$ cat config.mk
export PLATFORM = sky130hd
export DESIGN_NAME = audio_i2s_tx_flat
export DESIGN_NICKNAME = d
export VERILOG_FILES = /design/src/rtl/audio_pkg.sv /design/src/rtl/audio_i2s_tx_if.sv /design/src/rtl/audio_bclk_gen.sv /design/src/rtl/audio_i2s_tx.sv /design/src/flat_wrapper.sv
export SDC_FILE = /design/constraint.sdc
export NUM_CORES = 1
export LEC_CHECK = 0
export ABC_AREA = 1
export ABC_CLOCK_PERIOD_IN_PS = 2200
export CORE_AREA = 2 2 124 126
export DETAILED_ROUTE_END_ITERATION = 10
export DIE_AREA = 0 0 126 128
export GPL_ROUTABILITY_DRIVEN = 0
export PLACE_DENSITY = 0.62
export SETUP_SLACK_MARGIN = 0.05
export SYNTH_ARGS = -nofsm -noshare
export SYNTH_HDL_FRONTEND = slang
export SYNTH_SLANG_ARGS = --single-unit
$ cat constraint.sdc
create_clock -name clk -period 2.2 [get_ports clk]
set_clock_uncertainty 0.15 [all_clocks]
set_input_delay 0.55 -clock clk [delete_from_list [all_inputs] [get_ports clk]]
set_output_delay 0.55 -clock clk [all_outputs]
set_load 0.03 [all_outputs]
$ cat src/rtl/audio_pkg.sv
// Shared types and constants for the I2S audio transmit path.
package audio_pkg;

  localparam int unsigned I2S_SLOT_BITS = 16;

  typedef struct packed {
    logic signed [I2S_SLOT_BITS-1:0] left;
    logic signed [I2S_SLOT_BITS-1:0] right;
  } stereo_sample_t;

  typedef enum logic [1:0] {
    GEN_HALT,
    GEN_START,
    GEN_RUN
  } gen_state_t;

endpackage

$ cat src/rtl/audio_i2s_tx_if.sv
// Stereo sample handshake between the mixer (master) and the I2S transmitter (slave).
interface audio_i2s_tx_if
  import audio_pkg::*;
#(
  parameter int unsigned WIDTH = I2S_SLOT_BITS
);

  logic                    in_valid;
  logic                    in_ready;
  logic signed [WIDTH-1:0] in_left;
  logic signed [WIDTH-1:0] in_right;

  modport master (output in_valid, output in_left, output in_right, input in_ready);
  modport slave  (input in_valid, input in_left, input in_right, output in_ready);

endinterface

$ cat src/rtl/audio_bclk_gen.sv
// BCLK divider with a fall-event strobe; halts at a frame boundary on request.
module audio_bclk_gen
  import audio_pkg::*;
#(
  parameter int unsigned BCLK_DIV = 4
) (
  input  logic clk,
  input  logic reset_n,
  input  logic enable,
  input  logic stop,
  output logic bclk,
  output logic fall,
  output logic first
);

  localparam int unsigned DW = (BCLK_DIV > 1) ? $clog2(BCLK_DIV) : 1;

  gen_state_t    state, state_next;
  logic [DW-1:0] div_cnt;
  logic          running;
  logic          wrap;

  assign running = (state != GEN_HALT);
  assign wrap    = running && (div_cnt == DW'(BCLK_DIV - 1));
  assign fall    = wrap && bclk;
  // first marks the pending fall event after a (re)start, which opens a new frame
  assign first   = (state == GEN_START);

  always_comb begin
    state_next = state;
    unique case (state)
      GEN_HALT:  if (enable) state_next = GEN_START;
      GEN_START: if (fall) state_next = stop ? GEN_HALT : GEN_RUN;
      GEN_RUN:   if (fall && stop) state_next = GEN_HALT;
      default:   state_next = GEN_HALT;
    endcase
  end

  always_ff @(posedge clk or negedge reset_n) begin
    if (!reset_n) begin
      state   <= GEN_HALT;
      div_cnt <= '0;
      bclk    <= 1'b0;
    end else begin
      state <= state_next;
      if (!running) begin
        div_cnt <= '0;
        bclk    <= 1'b0;
      end else if (wrap) begin
        div_cnt <= '0;
        bclk    <= ~bclk;
      end else begin
        div_cnt <= div_cnt + 1'b1;
      end
    end
  end

endmodule

$ cat src/rtl/audio_i2s_tx.sv
// I2S transmitter: one-entry holding register, frame loader and one-bit-delayed serializer.
module audio_i2s_tx
  import audio_pkg::*;
#(
  parameter int unsigned WIDTH    = I2S_SLOT_BITS,
  parameter int unsigned BCLK_DIV = 4
) (
  input  logic           clk,
  input  logic           reset_n,
  input  logic           enable,
  audio_i2s_tx_if.slave  sample_bus,
  output logic           i2s_bclk,
  output logic           i2s_lrck,
  output logic           i2s_sdata,
  output logic           underrun
);

  localparam int unsigned FRAME_BITS = 2 * WIDTH;
  localparam int unsigned BW         = $clog2(FRAME_BITS);

  logic                  fall;
  logic                  first;
  logic                  frame_edge;
  logic                  stop;
  logic                  load;
  logic                  xfer;
  logic                  full;
  logic [BW-1:0]         bit_cnt;
  logic [BW-1:0]         bit_next;
  logic [FRAME_BITS-1:0] shift_reg;
  logic [FRAME_BITS-1:0] hold;
  logic [FRAME_BITS-1:0] last;

  assign frame_edge = first || (bit_cnt == BW'(FRAME_BITS - 1));
  assign stop       = frame_edge && !enable;
  assign load       = fall && frame_edge && enable;
  assign bit_next   = frame_edge ? '0 : bit_cnt + 1'b1;
  assign xfer       = sample_bus.in_valid && !full;

  assign sample_bus.in_ready = !full;

  audio_bclk_gen #(
    .BCLK_DIV (BCLK_DIV)
  ) u_bclk_gen (
    .clk     (clk),
    .reset_n (reset_n),
    .enable  (enable),
    .stop    (stop),
    .bclk    (i2s_bclk),
    .fall    (fall),
    .first   (first)
  );

  always_ff @(posedge clk or negedge reset_n) begin
    if (!reset_n) begin
      bit_cnt   <= '0;
      i2s_lrck  <= 1'b0;
      i2s_sdata <= 1'b0;
      shift_reg <= '0;
      hold      <= '0;
      last      <= '0;
      full      <= 1'b0;
      underrun  <= 1'b0;
    end else begin
      underrun <= load && !full;
      if (fall) begin
        bit_cnt  <= bit_next;
        i2s_lrck <= (bit_next >= BW'(WIDTH));
        // sdata trails the shift MSB by one slot; the stopping edge forces it low
        i2s_sdata <= stop ? 1'b0 : shift_reg[FRAME_BITS-1];
        if (load) shift_reg <= full ? hold : last;
        else      shift_reg <= shift_reg << 1;
      end
      // a load and a transfer never coincide on a full register, so the old contents win
      if (load && full) begin
        last <= hold;
        full <= 1'b0;
      end else if (xfer) begin
        hold <= {sample_bus.in_left, sample_bus.in_right};
        full <= 1'b1;
      end
    end
  end

endmodule

$ cat src/flat_wrapper.sv
// flat-port wrapper written by rule: the top's interface ports become plain ports
module audio_i2s_tx_flat import audio_pkg::*;
#(
  parameter int unsigned WIDTH    = I2S_SLOT_BITS,
  parameter int unsigned BCLK_DIV = 4
)
  (clk, reset_n, enable, i2s_bclk, i2s_lrck, i2s_sdata, underrun, sample_bus_in_valid, sample_bus_in_left, sample_bus_in_right, sample_bus_in_ready);
  audio_i2s_tx_if #(.WIDTH(WIDTH)) sample_bus_i ();
  input  logic clk;
  input  logic reset_n;
  input  logic enable;
  output logic i2s_bclk;
  output logic i2s_lrck;
  output logic i2s_sdata;
  output logic underrun;
  input wire logic [$bits(sample_bus_i.in_valid)-1:0] sample_bus_in_valid;
  input wire logic [$bits(sample_bus_i.in_left)-1:0] sample_bus_in_left;
  input wire logic [$bits(sample_bus_i.in_right)-1:0] sample_bus_in_right;
  output wire logic [$bits(sample_bus_i.in_ready)-1:0] sample_bus_in_ready;
  assign sample_bus_i.in_valid = sample_bus_in_valid;
  assign sample_bus_i.in_left = sample_bus_in_left;
  assign sample_bus_i.in_right = sample_bus_in_right;
  assign sample_bus_in_ready = sample_bus_i.in_ready;
  audio_i2s_tx #(.WIDTH(WIDTH), .BCLK_DIV(BCLK_DIV)) u_core (.clk(clk), .reset_n(reset_n), .enable(enable), .sample_bus(sample_bus_i), .i2s_bclk(i2s_bclk), .i2s_lrck(i2s_lrck), .i2s_sdata(i2s_sdata), .underrun(underrun));
endmodule
# Word-level counts from Yosys, hierarchy flattened

Cells that the tools add are included.

Input port bits: 36
Word-level logic and storage cells: 56
Flip-flop bits (word level): 110

Bitwise operators: 2
Equal/unequal tests: 8
Add/subtract/negate cells: 2
Muxes and demuxes: 15
Reductions and logical operators: 17
Order comparisons: 1

Operators with widths:

| operator            | number |
|---|---|
| $mux 32             | 2 |
| $mux 2              | 6 |
| $logic_and 1x1->1   | 9 |
| $pmux 2 s3          | 1 |
| $add 5x1->5 const B | 1 |
| $eq 5x5->1 const B  | 1 |
| $ge 5x5->1 const B  | 1 |
| $mux 1              | 5 |
| $mux 5              | 1 |
| $eq 2x2->1 const B  | 2 |
| $ne 2x1->1 const B  | 2 |
| $ne 2x2->1 const B  | 2 |
| $reduce_bool 2->1   | 2 |
| $reduce_and 3->1    | 1 |
| $add 2x1->2 const B | 1 |
| $eq 2x1->1 const B  | 1 |
| $logic_not 1->1     | 2 |
| $logic_not 2->1     | 1 |
| $not 1->1           | 2 |
| $reduce_and 2->1    | 1 |
| $logic_or 1x1->1    | 1 |

# Depth between registers and ports, before layout

Depth after elaboration: 8
Mapped depth: 11

# Modules after synthesis

A second synthesis with hierarchy kept.

Cell total of the unflattened synthesis: 523
Area total of the unflattened synthesis: 4788.3 µm²

Modules (own cells, without submodules):

| module         | area an instance (µm²) | cells an instance | seq. area each (µm²) | instances |
|---|---|---|---|---|
| audio_i2s_tx   | 4549.4                 | 494               | 2602.5               | 1 |
| audio_bclk_gen | 239.0                  | 29                | 125.1                | 1 |

# Worst setup path before layout

Ideal clock, no wire load.

Path type: register to register
From: register u_core.bit_cnt[0]
To: register u_core.shift_reg[16]
Stages on the path, launching flop included: 11
Clock period less this slack: 1.871 ns
Data required time: 1.981 ns
Buffers on the path: 1
Setup slack: 0.329 ns
Setup time: 0.069 ns
Data arrival time: 1.652 ns
Cells stage by stage: dfrtp_1 ha_1 inv_1 nor3_1 ha_1 inv_1 nand2_1 a21oi_4 buf_2 nand2_1 nand3_1

Word-level cells in the longest chain between the ends: 5

RTL lines:

| item                           | RTL line           | source |
|---|---|---|
| from (decl)                    | audio_i2s_tx.sv:28 | `logic [BW-1:0] bit_cnt;` |
| from (signal assigned)         | audio_i2s_tx.sv:67 | `bit_cnt <= bit_next;` |
| $eq 5x5->1                     | audio_i2s_tx.sv:34 | `assign frame_edge = first \|\| (bit_cnt == BW'(FRAME_BITS - 1));` |
| $logic_or 1x1->1               | audio_i2s_tx.sv:34 |  |
| $logic_and 1x1->1 (2 in a row) | audio_i2s_tx.sv:36 | `assign load = fall && frame_edge && enable;` |
| $mux 32                        | audio_i2s_tx.sv:71 | `if (load) shift_reg <= full ? hold : last;` |
| to (signal assigned)           | audio_i2s_tx.sv:71 |  |
| to (signal assigned)           | audio_i2s_tx.sv:72 | `else shift_reg <= shift_reg << 1;` |
| to (decl)                      | audio_i2s_tx.sv:30 | `logic [FRAME_BITS-1:0] shift_reg;` |

No other way between the ends.
A chain may end at the register's enable or synchronous reset.

# Worst setup path after layout

From: register u_core.i2s_sdata
To: output i2s_sdata

RTL lines:

| item                   | RTL line           | source |
|---|---|---|
| from (decl)            | audio_i2s_tx.sv:14 | `output logic i2s_sdata,` |
| from (signal assigned) | audio_i2s_tx.sv:70 | `i2s_sdata <= stop ? 1'b0 : shift_reg[FRAME_BITS-1];` |
| to (decl)              | flat_wrapper.sv:14 | `output logic i2s_sdata;` |

No word-level cell between the ends.

==> out/results.env <==
WORST-SLEW-PIN-TRANSITION_NS=0.389
SHARE_COMB_OF_TOTAL_POWER=0.277
POWER.IR.VDD_WORST_mV=0.441
FIRST_GLOBAL_VIAS=3676
FINAL_CRITICAL_PATH_SETUP_SLACK_NS=0.140
P_R_AREA_GROWTH_VS_SYN_PCT=19.2
HTREE_LEVELS=3
WORSTPATHREQUIRED_NS=1.50
WORST_R2R_PATH_CELLS=9
GR-TOTAL-OVERFLOW=0
DRT.ANTENNA.VIOLATING_NETS=0
ANTENNA_FOUND_INITIAL=0
CRIT_FANOUT=2
PREVAILING_POST_SYNTH_REGISTER_CELL='dfrtp_1'
SEQ_AREA_UM2=2730
CELL_INT_POWER_mW=4.71
SYNTHESIS.AREA_PER_INSTANCE_UM2=7.83
SLEW_VIOLATIONS=0
CRITPATHARRIVALTIME_NS=1.36
TRITONCTS_BUFFER_COUNT=9
MULTI_INPUT_COMB_AREA_UM2=2020
SYNTHESIZED_NETLIST_NET_COUNT=683
MAX_STAGE_DELAY_NS=0.67
SYNTH.DISTINCT_CELLS=24
POST_CTS_SETUP_BUFFER_COUNT=0
CTS.REPORTEDPATHS.CLKPINSLEW_NS=0.07
FLOORPLAN.CORE_AREA_UM2=14900
CHIPHEIGHT_UM=128
HPWLAFTERDP_UM=6840
GRTUSAGETOTAL=0.137
DRTPASS1ITERATIONS=5
ACHIEVABLE-FREQUENCY_MHz=485
SYNTH-WARNING-COUNT=0
IOS=41
NETLIST_TOP_CELLS_COUNT='nand2_1 (333), dfrtp_1 (109), nand3_1 (86), inv_1 (28), nor2_1 (18)'
DRT_ITER0_DRC=339
MIN_PATH_TYPE='flip-flop to flip-flop'
SYNTH_CELLS=644
TRITONCTS='built'
CAP_VIOLATIONS=0
ROUTED_VIA_DENSITY=4.68
SYNTH-ASYNC-RESET-RATIO=1.00
FINALCRITICALPERIOD_NS=2.06
NUMPORTBUFFERS=40
DIODES_INSERTED=0
FILLERS=1531
NETSWITCHINGPOWER_mW=2.42
INSERTION_DELAY_NS=0.34
LAYOUT_WORST_PATH_CYCLE_SHARE=0.936
CLOCK_SINK_COUNT=109
OUTCOME='finished clean'
SETUP_TOTAL_NEGATIVE_SLACK_NS=0
PLACEMENTROWS=45
ROOT_DRIVER='clkbuf_16'
SYNTHDOMINANTCELLAREASHARE=0.541
YOSYS.AREA.TOP_TYPE='dfrtp_1'
TIMING.MAX_SLEW.REL_SLACK=0.740
NUMBER_OF_ENDPOINTS_WITH_NEGATIVE_HOLD_SLACK_IN_THE_FINAL_REPORT=0
PART_OF_THE_TOTAL_POWER_DISSIPATED_IN_THE_CLOCK_NETWORK=0.240
GRT_START_MAX_NET_PINS=74
TIMING.FINAL.SETUP_VIOLATIONS=0
CPMAXSTAGEDELAYCELL='clkdlybuf4s50_1'
MAX-CLOCK-PATH-BUFFERS=2
POWER.STATIC_LEAKAGE_nW=3.11
ROUTE.VIAS.TOTAL=4065
DIEAREA_UM2=16100
YOSYSSEQAREASHARE=0.541
NUMBER_OF_FLIP_FLOPS_AND_LATCHES_IN_THE_SYNTHESIZED_NETLIST=109
PLACEMENT_SETUP_SLACK_NS=0.00974
NETLIST_AREA_UM2=5040
INITIAL_UTILIZATION=0.339
DETAIL_ROUTE.WL_PER_CELL_UM=12.3
WORSTSETUPPATHDEPTH=1
CRITICAL_PATH_BUF_INV_COUNT=1
GRT_PASS1_WL_UM=18400
FIN_UTIL=0.404
COUNT_OF_NON_FILLER_CELLS_IN_THE_FINISHED_LAYOUT=869
SWSHARE=0.339
CP_CELL_SEQUENCE='clkdlybuf4s50_1'
DIE_W_UM=126
RSZ0062_AT_GRT='false'
SEQPWRFRAC=0.483
DRT_DRC_VIOLATIONS_LEFT=0
CRITPATHTOPFAMILY='buffers and inverters'
CRITICAL_PATH.STARTPOINT_TYPE='flip-flop'
YOSYS-TOP-CELLS-AREA='dfrtp_1 (54%), nand2_1 (25%), nand3_1 (8.5%)'
MIN_PATH_CELLS=1
POST-SYNTH-TOP-COUNT-CELL='nand2_1'
FINAL_LAYOUT_SIZE_SUFFIX_GT1_FRAC=0.0646
ROUTE.FINAL.WIRE_LENGTH_UM=10700
SYNTH_EDF_COUNT=0
DESIGN.FINAL.NETS=717
DP.CELLS=853
TIMING.CRITICAL_PATH.TO_TYPE='primary output'
POWER-PER-CELL-AREA_nW_PER_UM2=1190
CRIT_TYPE='flip-flop to primary output'
==> logic make-up after synthesis <==
| logic type | synth area share |
|---|---|
| AOI/OAI and AO/OA | 0.0265 |
| buffers and inverters | 0.0623 |
| adders and majority gates | 0.00744 |
| DFF | 0.541 |
| and+or+nand+nor | 0.363 |
==> power groups by stage <==
stage / clock network [mW] / registers, mW / logic (mW)
after CTS: 1.74 / 3.44 / 1.99
after global routing: 1.82 / 3.56 / 2.30
after global placement: 0 / 3.46 / 1.94
after detailed placement: 0 / 3.46 / 1.99
after floorplan: 0 / 3.33 / 1.49
final: 1.71 / 3.44 / 1.97
==> cell type report <==
class	count	area share
clock inverters	2	0.00999
repair buffers	58	0.101
clock buffers	12	0.0410
flip-flops and latches	109	0.454
inverters	30	0.0187
well taps	188	0.0391
multi-input cells	470	0.336
==> metrics by stage <==
step / power [mW] / cell area, um^2 / hold slack (ns)
after floorplan: 4.83 / 5040 / 0.104
after global placement: 5.41 / 5680 / 0.273
after detailed placement: 5.45 / 5680 / 0.284
after CTS: 7.17 / 5990 / 0.293
after global routing: 7.68 / 6010 / 0.307
final: 7.13 / 6010 / 0.282
==> routing by layer <==
layer	vias to the layer above	GRT usage	part of all wire
met3	10	0.0209	0.027
met4	0	0.0427	0.013
li1	2075	-	-
met1	1910	0.210	0.51
met5	-	0	0
met2	70	0.200	0.45
==> layout by cell type (no fill, tap or decap) <==
master / synthesis / layout
clkbuf_1: 11 / 2
o22ai_1: 1 / 1
inv_1: 28 / 28
nand3_1: 86 / 86
buf_4: 1 / 13
o21a_1: 1 / 1
a31oi_1: 6 / 6
ha_1: 3 / 2
bufinv_16: 0 / 2
a21oi_4: 2 / 3
buf_12: 0 / 6
a21oi_1: 4 / 4
o21ai_0: 6 / 6
ha_2: 0 / 1
nand2_1: 333 / 333
nor3_1: 3 / 3
clkdlybuf4s50_1: 0 / 36
dlygate4sd3_1: 0 / 1
clkbuf_8: 0 / 1
dfrtp_2: 0 / 1
clkbuf_16: 0 / 9
nand2_2: 2 / 2
nor2_4: 1 / 1
dfrtp_1: 109 / 108
inv_2: 2 / 2
dlygate4sd2_1: 0 / 2
nor2_1: 18 / 18
nand3_4: 1 / 1
nor3_4: 1 / 1
nand3_2: 1 / 1
==> final timing paths <==
path | start | to | slack (ns)
setup / recovery | u_core.i2s_sdata | i2s_sdata | 0.14
hold / removal | u_core.u_bclk_gen.div_cnt[0] | u_core.u_bclk_gen.div_cnt[0] | 0.28
setup reg to reg | u_core.bit_cnt[0] | u_core.shift_reg[14] | 0.26
hold reg to reg | u_core.u_bclk_gen.div_cnt[0] | u_core.u_bclk_gen.div_cnt[0] | 0.28
max in group asynchronous | reset_n | u_core.u_bclk_gen.state[0] | 0.81
min in group asynchronous | reset_n | u_core.last[0] | 0.51
==> worst reg2reg max path, delay by kind of cell, from the launching register on <==
family	cells	cell delay, ns
AOI/OAI and AO/OA	1	0.40
adders and majority gates	2	0.41
buffers and inverters	2	0.11
DFF	1	0.41
and+or+nand+nor	4	0.40
==> repair_timing <==
item,CTS,global route
endpoints found under the setup margin,2,27
cloned,0,1
pin swaps,0,1
hold endpoints to repair,22,0
hold buffers,1,0
gates resized for setup,2,2
(Power assumes the default switching activity.)
